**config.mk**
```make
export PLATFORM = sky130hd
export DESIGN_NAME = jtag_1149_d10_mstr_tx_lane_dist_flat
export DESIGN_NICKNAME = d
export VERILOG_FILES = /design/src/rtl/jtag_1149_d10_mstr_tx_lane_dist_if.sv /design/src/rtl/jtag_1149_d10_mstr_tx_lane_dist.sv /design/src/flat_wrapper.sv
export SDC_FILE = /design/constraint.sdc
export NUM_CORES = 1
export LEC_CHECK = 0
export ABC_AREA = 1
export CORE_ASPECT_RATIO = 0.6
export CORE_MARGIN = 2
export CORE_UTILIZATION = 40
export DETAILED_ROUTE_END_ITERATION = 16
export GPL_TIMING_DRIVEN = 0
export PLACE_DENSITY_LB_ADDON = 0.15
export SETUP_SLACK_MARGIN = 0.02
export SLEW_MARGIN = 30
export SYNTH_ARGS = -nofsm -noshare
export SYNTH_HDL_FRONTEND = slang
export SYNTH_SLANG_ARGS = --single-unit
```
**constraint.sdc**
```tcl
create_clock -name clk -period 8.75 [get_ports clk]
set_clock_uncertainty 0.2 [all_clocks]
set_input_delay 2.625 -clock clk [delete_from_list [all_inputs] [get_ports clk]]
set_output_delay 2.625 -clock clk [all_outputs]
set_load 0.1 [all_outputs]
```
**src/rtl/jtag_1149_d10_mstr_tx_lane_dist_if.sv**
```systemverilog
// Character handshake from the TX controller into the lane distributor.
// Master drives the character stream, slave returns in_rdy.
interface jtag_1149_d10_mstr_tx_lane_dist_if #(
  parameter int BYTE_WIDTH = 8
);
  logic                  in_vld;
  logic [BYTE_WIDTH-1:0] in_data;
  logic                  in_k;
  logic                  in_last;
  logic                  in_rdy;

  modport master (
    output in_vld,
    output in_data,
    output in_k,
    output in_last,
    input  in_rdy
  );

  modport slave (
    input  in_vld,
    input  in_data,
    input  in_k,
    input  in_last,
    output in_rdy
  );
endinterface

```
**src/rtl/jtag_1149_d10_mstr_tx_lane_dist.sv**
```systemverilog
// Multi-lane TX distributor: stripes characters over 1..NUM_LANES lanes,
// buffers whole stripes, inserts idle and periodic alignment markers.
module jtag_1149_d10_mstr_tx_lane_dist #(
  parameter int NUM_LANES    = 4,
  parameter int BYTE_WIDTH   = 8,
  parameter int FIFO_DEPTH   = 8,
  parameter int ALIGN_PERIOD = 256,
  parameter logic [BYTE_WIDTH-1:0] IDLE_CHAR  = 8'hBC,
  parameter logic [BYTE_WIDTH-1:0] ALIGN_CHAR = 8'h7C,
  localparam int LG = $clog2(NUM_LANES),
  localparam int MW = LG + 1,
  localparam int AW = $clog2(FIFO_DEPTH),
  localparam int LW = AW + 1,
  localparam int CW = $clog2(ALIGN_PERIOD),
  localparam int SW = NUM_LANES * BYTE_WIDTH
) (
  input  logic                 clk,
  input  logic                 rst,
  jtag_1149_d10_mstr_tx_lane_dist_if.slave in_if,
  input  logic [MW-1:0]        lane_mode,
  input  logic                 suspend,
  output logic                 cfg_busy,
  output logic [SW-1:0]        lane_data,
  output logic [NUM_LANES-1:0] lane_k,
  output logic [LW-1:0]        fifo_level,
  output logic                 align_tick
);

  logic [MW-1:0]         act_lg;
  logic [MW-1:0]         req_lg;
  logic [MW-1:0]         eff_lg;
  logic [MW-1:0]         eff_n;
  logic [MW-1:0]         act_n;
  logic                  apply;

  logic [MW-1:0]         gcnt;
  logic [BYTE_WIDTH-1:0] g_data [NUM_LANES];
  logic [NUM_LANES-1:0]  g_k;

  logic                  acc;
  logic                  push;
  logic                  pop;
  logic [SW-1:0]         push_d;
  logic [NUM_LANES-1:0]  push_k;

  logic [SW-1:0]         mem_d [FIFO_DEPTH];
  logic [NUM_LANES-1:0]  mem_k [FIFO_DEPTH];
  logic [AW-1:0]         wptr;
  logic [AW-1:0]         rptr;

  logic [CW-1:0]         align_cnt;
  logic                  align_now;

  logic [SW-1:0]         nxt_d;
  logic [NUM_LANES-1:0]  nxt_k;

  assign req_lg = (lane_mode > MW'(LG)) ? MW'(LG) : lane_mode;
  assign apply  = (req_lg != act_lg) && (gcnt == '0) &&
                  (fifo_level == '0);
  assign cfg_busy = ~rst & (req_lg != act_lg);

  // A character accepted on the switch edge already uses the new width
  assign eff_lg = apply ? req_lg : act_lg;
  assign eff_n  = MW'(1) << eff_lg;
  assign act_n  = MW'(1) << act_lg;

  assign align_now = (align_cnt == CW'(ALIGN_PERIOD - 1));
  assign pop = !align_now && !suspend && (fifo_level != '0);

  assign in_if.in_rdy = (fifo_level < LW'(FIFO_DEPTH)) || pop;
  assign acc  = in_if.in_vld && in_if.in_rdy;
  assign push = acc &&
                ((gcnt == eff_n - MW'(1)) || in_if.in_last);

  always_comb begin
    push_d = '0;
    push_k = '0;
    for (int i = 0; i < NUM_LANES; i++) begin
      if (MW'(i) < gcnt) begin
        push_d[i*BYTE_WIDTH +: BYTE_WIDTH] = g_data[i];
        push_k[i] = g_k[i];
      end else if (MW'(i) == gcnt) begin
        push_d[i*BYTE_WIDTH +: BYTE_WIDTH] = in_if.in_data;
        push_k[i] = in_if.in_k;
      end else begin
        push_d[i*BYTE_WIDTH +: BYTE_WIDTH] = IDLE_CHAR;
        push_k[i] = 1'b1;
      end
    end
  end

  always_ff @(posedge clk or posedge rst) begin
    if (rst) begin
      act_lg <= '0;
    end else if (apply) begin
      act_lg <= req_lg;
    end
  end

  always_ff @(posedge clk or posedge rst) begin
    if (rst) begin
      gcnt <= '0;
      g_k  <= '1;
      for (int i = 0; i < NUM_LANES; i++) begin
        g_data[i] <= IDLE_CHAR;
      end
    end else if (push) begin
      gcnt <= '0;
    end else if (acc) begin
      for (int i = 0; i < NUM_LANES; i++) begin
        if (gcnt == MW'(i)) begin
          g_data[i] <= in_if.in_data;
          g_k[i]    <= in_if.in_k;
        end
      end
      gcnt <= gcnt + MW'(1);
    end
  end

  // Storage needs no reset: only entries below fifo_level are ever read
  always_ff @(posedge clk) begin
    if (push) begin
      mem_d[wptr] <= push_d;
      mem_k[wptr] <= push_k;
    end
  end

  always_ff @(posedge clk or posedge rst) begin
    if (rst) begin
      wptr       <= '0;
      rptr       <= '0;
      fifo_level <= '0;
    end else begin
      if (push) wptr <= wptr + AW'(1);
      if (pop)  rptr <= rptr + AW'(1);
      if (push && !pop) begin
        fifo_level <= fifo_level + LW'(1);
      end else if (pop && !push) begin
        fifo_level <= fifo_level - LW'(1);
      end
    end
  end

  always_ff @(posedge clk or posedge rst) begin
    if (rst) begin
      align_cnt <= '0;
    end else if (align_now) begin
      align_cnt <= '0;
    end else begin
      align_cnt <= align_cnt + CW'(1);
    end
  end

  always_comb begin
    nxt_d = {NUM_LANES{IDLE_CHAR}};
    nxt_k = '1;
    if (align_now) begin
      nxt_d = {NUM_LANES{ALIGN_CHAR}};
    end else if (pop) begin
      for (int i = 0; i < NUM_LANES; i++) begin
        if (MW'(i) < act_n) begin
          nxt_d[i*BYTE_WIDTH +: BYTE_WIDTH] =
            mem_d[rptr][i*BYTE_WIDTH +: BYTE_WIDTH];
          nxt_k[i] = mem_k[rptr][i];
        end
      end
    end
  end

  always_ff @(posedge clk or posedge rst) begin
    if (rst) begin
      lane_data  <= {NUM_LANES{IDLE_CHAR}};
      lane_k     <= '1;
      align_tick <= 1'b0;
    end else begin
      lane_data  <= nxt_d;
      lane_k     <= nxt_k;
      align_tick <= align_now;
    end
  end

endmodule

```
**src/flat_wrapper.sv**
```systemverilog
// flat-port wrapper written by rule: the top's interface ports become plain ports
module jtag_1149_d10_mstr_tx_lane_dist_flat 
#(
  parameter int NUM_LANES    = 4,
  parameter int BYTE_WIDTH   = 8,
  parameter int FIFO_DEPTH   = 8,
  parameter int ALIGN_PERIOD = 256,
  parameter logic [BYTE_WIDTH-1:0] IDLE_CHAR  = 8'hBC,
  parameter logic [BYTE_WIDTH-1:0] ALIGN_CHAR = 8'h7C,
  localparam int LG = $clog2(NUM_LANES),
  localparam int MW = LG + 1,
  localparam int AW = $clog2(FIFO_DEPTH),
  localparam int LW = AW + 1,
  localparam int CW = $clog2(ALIGN_PERIOD),
  localparam int SW = NUM_LANES * BYTE_WIDTH
)
  (clk, rst, lane_mode, suspend, cfg_busy, lane_data, lane_k, fifo_level, align_tick, in_if_in_vld, in_if_in_data, in_if_in_k, in_if_in_last, in_if_in_rdy);
  jtag_1149_d10_mstr_tx_lane_dist_if #(.BYTE_WIDTH(BYTE_WIDTH)) in_if_i ();
  input  logic clk;
  input  logic rst;
  input  logic [MW-1:0] lane_mode;
  input  logic suspend;
  output logic cfg_busy;
  output logic [SW-1:0] lane_data;
  output logic [NUM_LANES-1:0] lane_k;
  output logic [LW-1:0] fifo_level;
  output logic align_tick;
  input wire logic [$bits(in_if_i.in_vld)-1:0] in_if_in_vld;
  input wire logic [$bits(in_if_i.in_data)-1:0] in_if_in_data;
  input wire logic [$bits(in_if_i.in_k)-1:0] in_if_in_k;
  input wire logic [$bits(in_if_i.in_last)-1:0] in_if_in_last;
  output wire logic [$bits(in_if_i.in_rdy)-1:0] in_if_in_rdy;
  assign in_if_i.in_vld = in_if_in_vld;
  assign in_if_i.in_data = in_if_in_data;
  assign in_if_i.in_k = in_if_in_k;
  assign in_if_i.in_last = in_if_in_last;
  assign in_if_in_rdy = in_if_i.in_rdy;
  jtag_1149_d10_mstr_tx_lane_dist #(.NUM_LANES(NUM_LANES), .BYTE_WIDTH(BYTE_WIDTH), .FIFO_DEPTH(FIFO_DEPTH), .ALIGN_PERIOD(ALIGN_PERIOD), .IDLE_CHAR(IDLE_CHAR), .ALIGN_CHAR(ALIGN_CHAR)) u_core (.clk(clk), .rst(rst), .in_if(in_if_i), .lane_mode(lane_mode), .suspend(suspend), .cfg_busy(cfg_busy), .lane_data(lane_data), .lane_k(lane_k), .fifo_level(fifo_level), .align_tick(align_tick));
endmodule
```
==> impl_results.md, run 1 <==
* Startpoint Class: input port
* Yosys reg bits at 385
* WP buf/inv at 2
* Routed WL per cell at roughly 21 um
* Final Slew Violations at 0
* Seq/Total Area, Yosys at 0.7100
* TritonRoute pass-1 iters at 5
* Sink Count at 385
* Clock latency on the worst-skew pair at around 540 ps
* Cell area after layout at approximately 19000 sq um
* HP Class: reg -> reg
* Max-Cap Viols at 0
* Most used DFF post-synth: edfxtp_1
* Slew Limit Headroom at 0.3061
* Clock root cell: clkbuf_16
* Die X at approximately 260 um
* Post-CTS Setup Inserts at 0
* Final Cycle Share at 0.8656
* Syn nets at 1377
* CP endpoint kind: output port
* Via count at 10870
* Post-CTS sizing at 0
* Most frequent cells in the layout: 348 x nand2_1, 288 x edfxtp_1, 193 x nand3_1, 89 x nor2_1, 59 x clkdlybuf4s50_1
* # nets final at 1526
* Post-synth EDFFs at 288
* Met3 wire len at between 3000 and 4000 um
* Leakage power at 0.007013 uW
* Layout cells sized above 1 at 0.1410
* F_max at 132.0 MHz
* I/O Buffers at 59
* CTS Buffer Depth at 3
* Routability congestion estimate at 0.8136
* Height of the die at 157.4 um
* Mean post-synth cell area at 11.63 sq um
* CP Cell Sequence: clkdlybuf4s50_1 -> nor2_4 -> nand2_2 -> nand2_1 -> nand2_2 -> a21oi_1 -> clkdlybuf4s50_1
* Initial antenna violation count at 2
* Library cells used by synthesis at 42
* Yosys warnings at 0
* CTS tree: yes
* Clock slew at reported path FFs at 60 ps
* CP Max Fanout at 6
* Antenna diodes at 0
* Largest net degree at the start of global routing at 64
* Routed length on met2 at 17280 um
* Status: finished clean
* CTS buffer count at 36
* Worst VDD drop at 0.3102 mV
* Slowest-stage cell, CP: clkdlybuf4s50_1
* P&R area growth vs syn at 18.88%
* Number of global-route vias before repair at 10070
* Worst Tran Pin Value at 1041 ps
* I/O pins at 60
* Critical Path AT at between 4000 and 5000 ps
* First-pass GRT wire length at 65190 um
* Die area at 40860 sq um
* M1 WL at between 20000 and 25000 um
* Placed Area at between 15000 and 20000 sq um
* Gr ovfl total at 0
* Cell area after synthesis at 15680 sq um
* Post-synthesis cell count at between 1000 and 1500
* Post-DP HPWL at 29940 um
* Req. time, crit path at 5930 ps
* DR iter-0 viols at between 1000 and 1500
* Routed wire length at 43030 um
* CORE AREA at ~40000 sq um
* DRC Markers at 0
* Minimum clock period at 7574 ps
* CP Class: in -> out
* Crit-path max cell delay at 1150 ps
* H-tree levels at 2
* Final hold vios at 0
* Top sig layer: met4
* Site row count at 56
* Final Util at 0.4795
* # fillers at ~3500
* RSZ-0062 raised after global routing: no
* Hold_buf cts at 0
* Kind of cell adding the most delay to the critical path: buffers and inverters
* Asr flop ratio synth at 0.2519
* Power Density at slightly below 400 nW/um^2
* Initial Util at 0.4033
* DP Worst Slack at between 1000 and 1500 ps
* Final ANT Viol Nets at 0
* Total GRT Usage at 0.2167
* Final worst setup slack at 1176 ps
* Most common cell after layout, fill and taps aside: nand2_1
* Drt via density at ~5.3
* Final setup vio count at 0
Yosys cell counts, types with 6 or more instances:
cell type | number | area (sq um)
nand3_1 | 193 | 965.9
dfrtp_1 | 49 | 1226
nor3_1 | 13 | 65.06
edfxtp_1 | 288 | 8648
a31oi_1 | 7 | 43.79
nand2_1 | 348 | 1306
nand4_1 | 29 | 181.4
o21ai_0 | 45 | 225.2
ha_1 | 10 | 125.1
xor2_1 | 7 | 61.31
o221ai_1 | 9 | 78.83
inv_1 | 44 | 165.2
nor2_1 | 90 | 337.8
a21oi_1 | 40 | 200.2
clkbuf_1 | 51 | 191.4
dfstp_2 | 48 | 1261
inv_2 | 6 | 22.52
nand2_2 | 10 | 62.56
buf_1 | 9 | 33.78
routing by layer:
layer / up-vias / track usage
li1: 5027 / -
met3: 53 / 0.04316
met5: - / 0
met4: 0 / 0.04406
met2: 441 / 0.2937
met1: 5345 / 0.3521
sequential cells by signal, summed over array words and instances (netlist names):
| name | count |
|---|---|
| u_core.mem_d | 256 |
| u_core.g_data | 32 |
| u_core.lane_data | 32 |
| u_core.mem_k | 32 |
| u_core.align_cnt | 8 |
| u_core.fifo_level | 4 |
| u_core.g_k | 4 |
| u_core.lane_k | 4 |
| u_core.act_lg | 3 |
| u_core.gcnt | 3 |
| u_core.rptr | 3 |
| u_core.wptr | 3 |
| u_core.align_tick | 1 |
path summary, 6_finish.rpt:
check / start / to / cells after the start / slack, ps
worst max-delay path: lane_mode[2] / cfg_busy / 7 / 1180
worst min-delay path: u_core.align_cnt[0] / u_core.align_cnt[0] / 1 / 270
worst max register to register: u_core.gcnt[0] / u_core.mem_d[2][4] / 24 / 3620
worst min register to register: u_core.align_cnt[0] / u_core.align_cnt[0] / 1 / 270
min in group asynchronous: rst / u_core.act_lg[1] / 2 / 2290
max in group asynchronous: rst / u_core.lane_data[3] / 3 / 5360
layout make-up:
class / instances / area, sq um / area share
plain buffers: 69 / 295.3 / 0.01584
clock buffers: 40 / 935.9 / 0.05019
clock inverters: 25 / 265.3 / 0.01423
inverters: 52 / 202.7 / 0.01087
multi-input cells: 843 / 4123 / 0.2211
flip-flops and latches: 385 / 11140 / 0.5972
well taps: 522 / 653.1 / 0.03503
repair buffers: 111 / 1035 / 0.05550
cells by family (layout without fill, tap and decap cells):
logic type / count (synthesis) / count (layout) / synth area share
buf+inv: 121 / 297 / 0.03127
mux: 1 / 1 / 0.0007179
flops: 385 / 385 / 0.7100
xor+xnor: 12 / 12 / 0.006701
simple gates: 701 / 701 / 0.1980
compound gates: 118 / 118 / 0.04404
fa+ha+maj: 11 / 11 / 0.009254
power breakdown:
part	leakage, uW	switching, uW	internal (uW)	total (uW)
Combinational	0.00276	2240	717	2960
Clock	0.000588	695	924	1620
Sequential	0.00367	122	2580	2710
per-stage QoR:
stage                     setup TNS [ps]  hold slack, ps  power, uW  cells
final                                  0           265.2       7287   2047
after global routing                   0           279.3       7699   2047
after CTS                              0           269.6       7289   2047
after detailed placement               0           257.8       5673   1982
after global placement           -676370           254.1       5610   1930
after floorplan                        0           233.1       4671   1349
Note: power is estimated with default switching activity, not from simulation.
==> inputs of run 2 (changes only) <==
Settings changed: CORE_UTILIZATION 40 to 60, GPL_TIMING_DRIVEN 0 to 1.
==> run 2 against run 1 <==
Against the previous run: core utilization up 22 points; cell count fell by 13%; worst hold slack improved by 3.7 ps; register-to-register slack worse by 50 ps; non-clock buffer count shrank 95; sequential power grew 3%; critical path depth unchanged; fmax increased by 13%; flip-flop and latch count stayed put; combinational power fell by 9.8%; cell area shrank 4.4%.
==> impl_results.md, run 2 (synthesis gave the netlist of run 1 again) <==
* Die X at ~210 um
* Slowest-stage cell, CP: clkdlybuf4s50_1
* Cell area after layout at 17820 sq um
* Gr ovfl total at 0
* First-pass GRT wire length at between 50000 and 60000 um
* # fillers at about 1800
* Flop2flop setup slack at between 3000 and 4000 ps
* Die area at 27490 sq um
* H-tree levels at 2
* DP Worst Slack at 1715 ps
* Clock latency on the worst-skew pair at 530 ps
* Status: finished clean
* CORE AREA at 25510 sq um
* Req. time, crit path at between 5000 and 6000 ps
* Worst VDD drop at 0.2455 mV
* Clock slew at reported path FFs at roughly 60 ps
* Most common cell after layout, fill and taps aside: nand2_1
* Clock root cell: clkbuf_16
* CTS Buffer Depth at 3
* Largest net degree at the start of global routing at 83
* Worst Hold Path EP: u_core.align_cnt[0]
* CTS tree: yes
* HP Class: reg -> reg
* CP Cell Sequence: clkdlybuf4s50_1 -> nor2_4 -> nand2_2 -> nand2_1 -> nand2_2 -> a21oi_1 -> buf_4
* I/O Buffers at 59
* F_max at roughly 150 MHz
* Routed WL per cell at 21.28 um
* Final Cycle Share at 0.7693
* Startpoint Class: input port
* Leakage power at around 0.0067 uW
* Post-CTS Setup Inserts at 0
* CP Max Fanout at 6
* Max reg flops at 256
* Final Util at 0.6988
* Initial antenna violation count at 0
* Placed Area at 16670 sq um
* Via count at 10670
* Layout cells sized above 1 at 0.1205
* P&R area growth vs syn at 13.65%
* Crit-path max cell delay at 440 ps
* TritonRoute pass-1 iters at 5
* Worst Tran Pin Value at 1010 ps
* Site row count at 45
* Worst hold path depth at 1
* Post-DP HPWL at 21690 um
* Total negative slack at 0 ps
* FF-to-FF End: u_core.fifo_level[3]
* Final Slew Violations at 0
* CP Class: in -> out
* Drt via density at 5.997
* Antenna diodes at 0
* Minimum clock period at about 6700 ps
* Number of global-route vias before repair at 10180
* Max-Cap Viols at 0
* DRC Markers at 0
* Slew Limit Headroom at 0.3248
* Power Density at 393.2 nW/um^2
* FF-to-FF Start: u_core.gcnt[0]
* Height of the die at 129.2 um
* Post-CTS sizing at 0
* # nets final at 1430
* Routed wire length at 37850 um
* Most frequent cells in the layout: 348 x nand2_1, 288 x edfxtp_1, 193 x nand3_1, 89 x nor2_1, 57 x clkdlybuf4s50_1
* Min-delay src: u_core.align_cnt[0]
* Reg with most FFs: u_core.mem_d
* Total GRT Usage at 0.2893
* Final worst setup slack at around 2000 ps
* CTS buffer count at 35
* CP most frequent cell: nand2_2
* Worst reg-to-reg path cell count at 29
* Final setup vio count at 0
* Final ANT Viol Nets at 0
* Critical Path AT at 3910 ps
* Final hold vios at 0
* CP endpoint kind: output port
* Initial Util at 0.6149
* DR iter-0 viols at 1490
* I/O pins at 60
* Routability congestion estimate at 0.8602
* Hold_buf cts at 0
* RSZ-0062 raised after global routing: no
* Fin Hold WS at 268.9 ps
* Sink Count at about 390
run 2: critical path: cells and delay by family:
kind	cells	cell delay [ps]
buf+inv	2	740
simple gates	4	390
compound gates	1	140
run 2: layout make-up:
type                       count  area (sq um)  area share
clock buffer                  50          1025     0.05749
sequential                   385         11140      0.6250
inverter                      52         201.4     0.01130
multi-input combinational    843          4105      0.2303
timing repair buffer          85         780.7     0.04380
tap                          352         440.4     0.02471
clock inverter                12         131.4    0.007370
run 2: worst max path at each step:
| stage | to | depth (start not counted) | startpoint |
|---|---|---|---|
| 2_1_floorplan | u_core.mem_d[4][0] | 19 | lane_mode[2] |
| 3_3_place_gp | u_core.fifo_level[3] | 29 | lane_mode[2] |
| 3_5_place_dp | u_core.fifo_level[3] | 29 | lane_mode[2] |
| 4_1_cts | cfg_busy | 7 | lane_mode[2] |
| 5_1_grt | u_core.fifo_level[3] | 29 | lane_mode[2] |
| 6_report | cfg_busy | 7 | lane_mode[2] |
run 2: metrics by stage:
step | power, uW | instances
6_report | 7008 | 1779
5_1_grt | 7351 | 1779
4_1_cts | 6988 | 1779
3_5_place_dp | 5431 | 1717
3_3_place_gp | 5367 | 1717
2_1_floorplan | 4671 | 1349
run 2: power breakdown:
group / switching (uW) / leakage [uW] / total, uW / internal (uW)
Combinational: 2030 / 0.00248 / 2670 / 636
Clock: 656 / 0.000566 / 1560 / 905
Sequential: 191 / 0.00366 / 2780 / 2590
run 2: metal layers:
metal	routed length, um	GRT usage	share of wire	up-vias
met3	3793	0.05574	0.10	56
met2	16240	0.4179	0.43	581
met5	0	0	0	-
li1	-	-	-	4818
met1	17110	0.4551	0.45	5214
met4	708	0.07528	0.019	0
==> inputs of run 3 (changes only) <==
Settings changed: CORE_UTILIZATION 60 to 55.
Clock period 8.75 ns to 5.5 ns, I/O delays scaled along.
==> run 3 against run 2 <==
Against the previous run: clock power up 64%; combinational power up 61%; critical endpoint is now u_core.fifo_level[3]; global-route usage down 2.6 points; largest cell class unchanged; worst setup slack worse by 1600 ps; core utilization down 5.1 points; largest power group unchanged; sequential share of layout area down 0.67 points; sequential power up 59%; die area up 8.9%.
==> impl_results.md, run 3 (synthesis gave the netlist of run 1 again) <==
* Status: finished clean
* Antenna diodes at 0
* P&R area growth vs syn at 14.88%
* F_max at 198.4 MHz
* Startpoint Class: input port
* Final setup vio count at 0
* Worst hold path depth at 1
* Slowest-stage cell, CP: clkdlybuf4s50_1
* Initial antenna violation count at 1
* Min-delay src: u_core.align_cnt[0]
* Max reg flops at 256
* Drt via density at 5.837
* DR iter-0 viols at 1287
* Clock slew at reported path FFs at approximately 70 ps
* Routability congestion estimate at 0.8902
* CP Class: in -> reg
* Sw Ratio at 0.4118
* Max-Cap Viols at 0
* Logic pwr share at 0.381
* Minimum clock period at 5039 ps
* Site row count at 47
* DRC Markers at 0
* Worst VDD drop at 0.4944 mV
* Total GRT Usage at 0.2632
* Clock root cell: clkbuf_16
* Gr ovfl total at 0
* Final worst setup slack at ~460 ps
* I/O Buffers at 59
* Post-CTS sizing at 0
* Final Cycle Share at 0.9162
* RSZ-0062 raised after global routing: no
* Reg power frac at 0.392
* Die area at 29930 sq um
* Crit-path max cell delay at 440 ps
* DP Worst Slack at -96.98 ps
* First-pass GRT wire length at 59270 um
* Req. time, crit path at 5710 ps
* Layout cells sized above 1 at 0.1251
* Worst Tran Pin Value at 1121 ps
* Clock network fraction of total power at 0.226
* Fin Hold WS at 259.9 ps
* CTS Buffer Depth at 3
* CORE AREA at 27820 sq um
* Die X at 222.0 um
* CTS buffer count at 36
* Largest net degree at the start of global routing at 77
* Final Slew Violations at 0
* CP endpoint kind: flop
* Clock latency on the worst-skew pair at 540 ps
* HP Class: reg -> reg
* Cell area after layout at 18020 sq um
* WP buf/inv at 4
* TritonRoute pass-1 iters at 5
* Height of the die at around 130 um
* FF-to-FF End: u_core.fifo_level[3]
* Routed wire length at around 38000 um
* CP Max Fanout at 6
* Kind of cell adding the most delay to the critical path: simple AND/OR/NAND/NOR gates
* Routed WL per cell at 21.30 um
* Number of global-route vias before repair at 10060
* # nets final at between 1000 and 1500
* H-tree levels at 2
* Via count at 10500
* CTS tree: yes
* Initial Util at 0.5639
* Flop2flop setup slack at 1000 ps
* Internal power at 6648 uW
* Hold_buf cts at 0
* Reg with most FFs: u_core.mem_d
* Most frequent cells in the layout: 348 x nand2_1, 288 x edfxtp_1, 193 x nand3_1, 89 x nor2_1, 57 x clkdlybuf4s50_1
* Total power at between 10000 and 15000 uW
* FF-to-FF Start: u_core.gcnt[0]
* Final ANT Viol Nets at 0
* Leakage power at 0.006765 uW
* Placed Area at approximately 17000 sq um
* Final hold vios at 0
* Worst Hold Path EP: u_core.align_cnt[0]
* Critical Path AT at 5250 ps
* Worst reg-to-reg path cell count at 29
* Slew Limit Headroom at 0.2494
* I/O pins at 60
* Post-DP HPWL at 21400 um
* Power Density at 627.4 nW/um^2
* Sink Count at just under 400
* Net Sw Power at about 4700 uW
* Post-CTS Setup Inserts at 0
* Most common cell after layout, fill and taps aside: nand2_1
run 3: cell count changes in the layout (fill, tap and decap cells not counted), sizes merged:
cell,previous run,this run
clkbuf,50,52
clkinv,11,13
run 3: worst reg2reg max path, delay by kind of cell (launching register included):
kind / cells / cell delay [ps]
and+or+nand+nor: 15 / 1400
DFF: 1 / 530
AOI/OAI and AO/OA: 3 / 490
buffers and inverters: 5 / 530
xor gates and xnor gates: 2 / 320
adders and majority gates: 4 / 900
run 3: layout make-up:
| class | count | area (sq um) |
|---|---|---|
| multi-input combinational | 843 | 4106 |
| inverter | 52 | 203.9 |
| timing repair buffer | 85 | 905.9 |
| sequential | 385 | 11140 |
| clock buffer | 52 | 1044 |
| clock inverter | 14 | 157.7 |
| fill | 2134 | 9798 |
| tap | 367 | 459.2 |
run 3: power groups by stage:
| stage | registers (uW) | clock network (uW) | logic, uW |
|---|---|---|---|
| final | 4430 | 2560 | 4310 |
| after global routing | 4490 | 2700 | 4660 |
| after detailed placement | 4490 | 0 | 4250 |
| after CTS | 4430 | 2580 | 4270 |
| after global placement | 4470 | 0 | 4170 |
| after floorplan | 5090 | 0 | 2340 |
run 3: routing by layer:
layer	GRT usage	wire length [um]
met1	0.4151	17610
met2	0.3667	16060
met3	0.05635	3882
met4	0.07958	746
met5	0	0
run 3: metrics by stage:
step	TNS, ps	util	instances
floorplan	-303770	-	1349
global placement	0	0.6042	1732
detailed placement	-96.98	0.6042	1732
CTS	0	0.6473	1798
global route	0	0.6477	1798
finish	0	0.6477	1798
run 3: how the worst max path moves through the flow:
stage                 startpoint              endpoint  cells past startpoint
finish              lane_mode[2]  u_core.fifo_level[3]                     29
CTS                 lane_mode[2]  u_core.fifo_level[3]                     29
detailed placement  lane_mode[2]  u_core.fifo_level[3]                     29
global placement    lane_mode[2]  u_core.fifo_level[3]                     29
floorplan           lane_mode[2]    u_core.mem_d[4][0]                     19
global route        lane_mode[2]  u_core.fifo_level[3]                     29
